--- src/rtl/sample_feeder.sv ---
// sample_feeder: buffers producer audio samples in a small FIFO and hands one
// word per sample tick to a downstream serializer. If the buffer is empty at
// a tick, silence is sent and underrun_o pulses. If the serializer is still
// busy at a tick, that tick is dropped and late_o pulses.
module sample_feeder #(
  parameter int WORD_LENGTH      = 16,
  parameter int FIFO_DEPTH       = 8,
  parameter int SYSTEM_FREQUENCY = 100000000,
  parameter int SAMPLE_RATE      = 48000
) (
  input  logic                              clock_i,
  input  logic                              reset_i,
  input  logic [WORD_LENGTH-1:0]            sample_i,
  input  logic                              sample_valid_i,
  output logic                              sample_ready_o,
  output logic [WORD_LENGTH-1:0]            data_o,
  output logic                              enable_o,
  input  logic                              done_i,
  output logic                              underrun_o,
  output logic                              late_o,
  output logic [$clog2(FIFO_DEPTH):0]       level_o
);

  localparam int TICK_DIV = SYSTEM_FREQUENCY / SAMPLE_RATE;
  localparam int PTR_W    = $clog2(FIFO_DEPTH);
  localparam int LEVEL_W  = PTR_W + 1;
  localparam int CNT_W    = $clog2(TICK_DIV);

  localparam logic [CNT_W-1:0]   TICK_LAST  = CNT_W'(TICK_DIV - 1);
  localparam logic [LEVEL_W-1:0] LEVEL_FULL = LEVEL_W'(FIFO_DEPTH);

  typedef enum logic {
    IDLE  = 1'b0,
    SHIFT = 1'b1
  } state_t;

  // Sample storage; contents need no reset because the pointers are reset.
  logic [WORD_LENGTH-1:0] mem [FIFO_DEPTH];

  logic [PTR_W-1:0]       wr_ptr_q, wr_ptr_d;
  logic [PTR_W-1:0]       rd_ptr_q, rd_ptr_d;
  logic [LEVEL_W-1:0]     level_q, level_d;
  logic [CNT_W-1:0]       cnt_q, cnt_d;
  state_t                 state_q, state_d;
  logic [WORD_LENGTH-1:0] data_q, data_d;
  logic                   enable_q, enable_d;
  logic                   underrun_q, underrun_d;
  logic                   late_q, late_d;

  logic                   tick;
  logic                   push;
  logic                   pop;

  // Ready depends only on reset and occupancy, never on a same-cycle pop.
  assign sample_ready_o = !reset_i && (level_q < LEVEL_FULL);
  assign push           = sample_valid_i && sample_ready_o;

  // Sample-rate tick counter: free-running 0..TICK_DIV-1, tick on the last count.
  always_comb begin
    tick  = (cnt_q == TICK_LAST);
    cnt_d = tick ? '0 : cnt_q + CNT_W'(1);
  end

  // Feeder FSM: decides pops, the word presented downstream and status pulses.
  always_comb begin
    state_d    = state_q;
    data_d     = data_q;
    enable_d   = enable_q;
    underrun_d = 1'b0;
    late_d     = 1'b0;
    pop        = 1'b0;
    case (state_q)
      IDLE: begin
        // done_i is deliberately ignored here.
        if (tick) begin
          enable_d = 1'b1;
          state_d  = SHIFT;
          if (level_q != '0) begin
            pop    = 1'b1;
            data_d = mem[rd_ptr_q];
          end else begin
            data_d     = '0;
            underrun_d = 1'b1;
          end
        end
      end
      SHIFT: begin
        // A tick while shifting is dropped (no pop), even if done_i coincides.
        if (tick) begin
          late_d = 1'b1;
        end
        if (done_i) begin
          enable_d = 1'b0;
          state_d  = IDLE;
        end
      end
      default: begin
        state_d  = IDLE;
        enable_d = 1'b0;
      end
    endcase
  end

  // FIFO bookkeeping; simultaneous push and pop leave the level unchanged.
  always_comb begin
    wr_ptr_d = wr_ptr_q + PTR_W'(push);
    rd_ptr_d = rd_ptr_q + PTR_W'(pop);
    level_d  = level_q + LEVEL_W'(push) - LEVEL_W'(pop);
  end

  // Sample storage write port.
  always_ff @(posedge clock_i) begin
    if (push) begin
      mem[wr_ptr_q] <= sample_i;
    end
  end

  // State registers; reset discards buffered samples and drops enable at once.
  always_ff @(posedge clock_i or posedge reset_i) begin
    if (reset_i) begin
      wr_ptr_q   <= '0;
      rd_ptr_q   <= '0;
      level_q    <= '0;
      cnt_q      <= '0;
      state_q    <= IDLE;
      data_q     <= '0;
      enable_q   <= 1'b0;
      underrun_q <= 1'b0;
      late_q     <= 1'b0;
    end else begin
      wr_ptr_q   <= wr_ptr_d;
      rd_ptr_q   <= rd_ptr_d;
      level_q    <= level_d;
      cnt_q      <= cnt_d;
      state_q    <= state_d;
      data_q     <= data_d;
      enable_q   <= enable_d;
      underrun_q <= underrun_d;
      late_q     <= late_d;
    end
  end

  assign data_o     = data_q;
  assign enable_o   = enable_q;
  assign underrun_o = underrun_q;
  assign late_o     = late_q;
  assign level_o    = level_q;

endmodule
--- config.mk ---
export PLATFORM = sky130hd
export DESIGN_NAME = sample_feeder
export DESIGN_NICKNAME = d
export VERILOG_FILES = /design/src/rtl/sample_feeder.sv
export SDC_FILE = /design/constraint.sdc
export NUM_CORES = 1
export LEC_CHECK = 0
export ABC_AREA = 0
export CAP_MARGIN = 20
export CORE_MARGIN = 3
export CORE_UTILIZATION = 45
export CTS_BUF_LIST = sky130_fd_sc_hd__clkbuf_16
export DETAILED_ROUTE_END_ITERATION = 8
export PLACE_DENSITY = 0.7
export SLEW_MARGIN = 20
export SYNTH_ARGS = -nofsm -noshare
export SYNTH_HDL_FRONTEND = slang
export SYNTH_SLANG_ARGS = --single-unit
--- constraint.sdc ---
create_clock -name clock_i -period 2.98 [get_ports clock_i]
set_input_delay 0.298 -clock clock_i [delete_from_list [all_inputs] [get_ports clock_i]]
set_output_delay 0.298 -clock clock_i [all_outputs]
set_load 0.01 [all_outputs]
==> results.cfg <==
[run_status]
outcome = finished clean

[sta]
setup_viol = 0
fin_skew_ns = 0.00610
final-max-slew-violation-count = 0
min_period_ns = 2.40
grt_setup_unrepaired = no
timing.fmax_ghz = 0.416
relSlewSlack_pct = 40.8
worst_slew_pin_slew_ns = 0.888
timing.hold.ws_ns = 0.247
finalHoldViolCount = 0
fin_crit_sh_pct = 80.7
tns_ns = 0

[cells_and_area]
layout_commonest_cell = edfxtp_1
finish.net_count = 442
n_antenna_cell = 0
final_cell_mix = edfxtp_1, clkdlybuf4s50_1, dfrtp_1, mux4_2, buf_4
syn_to_final_growth_pct = 20.3
layout-drive-gt1-share_pct = 21.3
finish.utilization_pct = 56.3
layout.cells.non_filler = 602

[critical_path]
worst_ep_arrival_time_ns = 2.71
startpoint_type = register
crit_chain = inv_1 > ha_1 > or3b_2 > nand4_1 > inv_1 > ha_1 > inv_1 > ha_1 > fa_1 > xor2_1
path_delay_family = adder cells
slowest_delay_ns = 0.46
crit_slowest_cell = or3b_2
endpoint_kind = register
crit_required_ns = 3.28
path_buf_inv = 3
crit_type = reg2reg
crit_path_max_fanout = 2

[detailed_routing]
routed_wl_microns = 12300
drt-initial-drc-count = 192
vias = 3311
postRouteAntennaNets = 0
first_pass_iters = 5
wl_per_cell_microns = 20.5
route.detailed.drc = 0
viasPerCell = 5.50

[floorplan]
die_area_sq_um = 16200
start_util_pct = 46.8
die_h_microns = 127
chipWidth_microns = 127
ios = 44
core_sq_um = 14100
rows = 43

[synthesis]
yosys_warnings = 0
synthArstFlopShare_pct = 24.7
yosysUniqueCellTypes = 31
synth_flop_cell = edfxtp_1
syn_inst = 339
syn_avg_cell_area_sq_um = 19.5
ys_seq_area_share_pct = 74.0
synth_edf_count = 128
ys_seq_elements = 170
synth.cell_area_sq_um = 6620
syn_nets = 371

[power_and_ir_drop]
power_frac_seq_pct = 54.4
p_int_mw = 3.79
pwr-share-comb_pct = 1.3
ir_drop_v = 0.000571
powerDensity_nw_per_um2 = 590
p_sw_mw = 0.899
power.leakage_nw = 2.81
clock_power_share_pct = 44.3
p_sw_share_pct = 19.2

[worst_hold_path]
hold_path_class = in2async

[placed_design]
portBuffers = 43
gp_congestion = 0.795
dpl.hpwl_microns = 7820
placed_cells = 571

[clocking]
clk_path_buf_depth = 2
clock_latency_ns = 0.41
cts_made_buffers = 17
cts_tree = yes
cts_root_buf = clkbuf_16
htree_levels = 4
postCtsResizedCells = 0
post_cts_buffers = 0
clk_pin_slew_worst_paths_ns = 0.06
cts_sinks = 170
ctsHoldBuffers = 0

[global_routing]
grt_max_degree = 22
globalRouteTotalUtil_pct = 16.8
overflow = 0
first_global_vias = 3563
grt_pass1_wl_microns = 20000
grt_antenna_before_repair = 0

[run]
cap_viol_max_count = 0
==> power groups by stage <==
stage	Combinational [mW]	Sequential, mW	Clock, mW
3_3_place_gp	0.0601	2.60	0
3_5_place_dp	0.0640	2.60	0
5_1_grt	0.0700	2.55	2.23
4_1_cts	0.0642	2.55	2.12
2_1_floorplan	0.00905	2.60	0
6_report	0.0617	2.55	2.08
==> flip-flops by register name, summed over array words and instances (netlist names) <==
register	flops
rd_ptr_q	3
mem	128
cnt_q	12
level_o	4
late_o	1
underrun_o	1
wr_ptr_q	3
state_q	1
data_o	16
enable_o	1
==> through the flow <==
step                      area [sq um]  setup slack (ns)  power [mW]
after CTS                         7960             0.555        4.73
after global routing              7960             0.445        4.85
final                             7960             0.577        4.69
after detailed placement          7400             0.570        2.67
after global placement            7400             0.636        2.66
after floorplan                   6620             0.217        2.61
==> Yosys cell counts, types with 5 or more instances <==
master,number,area (sq um)
nand2_1,5,18.8
nand3_1,5,25.0
edfxtp_1,128,3840
xor2_1,7,61.3
mux4_2,32,721
nor3_1,6,30.0
mux2i_1,17,170
clkbuf_1,8,30.0
o2bb2ai_1,16,140
ha_1,11,138
inv_1,14,52.6
xnor2_1,5,43.8
nor2_1,13,48.8
dfrtp_1,42,1050
==> metal layers <==
metal	track usage (%)	up-vias	routed length (microns)
li1	-	1485	-
met1	22.2	1706	5220
met2	26.7	101	6170
met3	4.56	19	681
met4	6.62	0	249
met5	0	-	0
==> worst register-to-register path: stages (launching register included) <==
cell	delay (ns)
dfrtp_1	0.37
inv_1	0.08
ha_1	0.15
or3b_2	0.46
nand4_1	0.13
inv_1	0.08
ha_1	0.27
inv_1	0.04
ha_1	0.20
fa_1	0.38
xor2_1	0.15
==> final cells by class <==
type / count / area, sq um
Sequential cell: 170 / 4900
Fill cell: 1065 / 6190
Clock inverter: 14 / 134
Tap cell: 180 / 225
Clock buffer: 17 / 425
Multi-Input combinational cell: 142 / 1610
Inverter: 14 / 52.6
Timing Repair Buffer: 65 / 621
==> worst paths after layout <==
kind	depth (start not counted)	start	end	slack (ns)
min	2	reset_i	level_o[1]$_DFF_PP0_	0.25
max in group asynchronous	3	reset_i	data_o[1]$_DFFE_PP0P_	2.12
min in group clock_i	2	done_i	state_q$_DFF_PP0_	0.49
max reg2reg	10	level_o[2]$_DFF_PP0_	level_o[2]$_DFF_PP0_	0.58
min reg2reg	1	data_o[10]$_DFFE_PP0P_	data_o[10]$_DFFE_PP0P_	0.49
max	10	level_o[2]$_DFF_PP0_	level_o[2]$_DFF_PP0_	0.58
==> cells by family after synthesis <==
kind of cell	Yosys count	synth area share [%]
compound gates	24	2.84
xor+xnor	12	1.59
fa+ha+maj	12	2.38
buf+inv	27	1.87
flops	170	74.0
mux	49	13.5
simple gates	45	3.86
No activity file was read; power rests on OpenSTA's default activity.
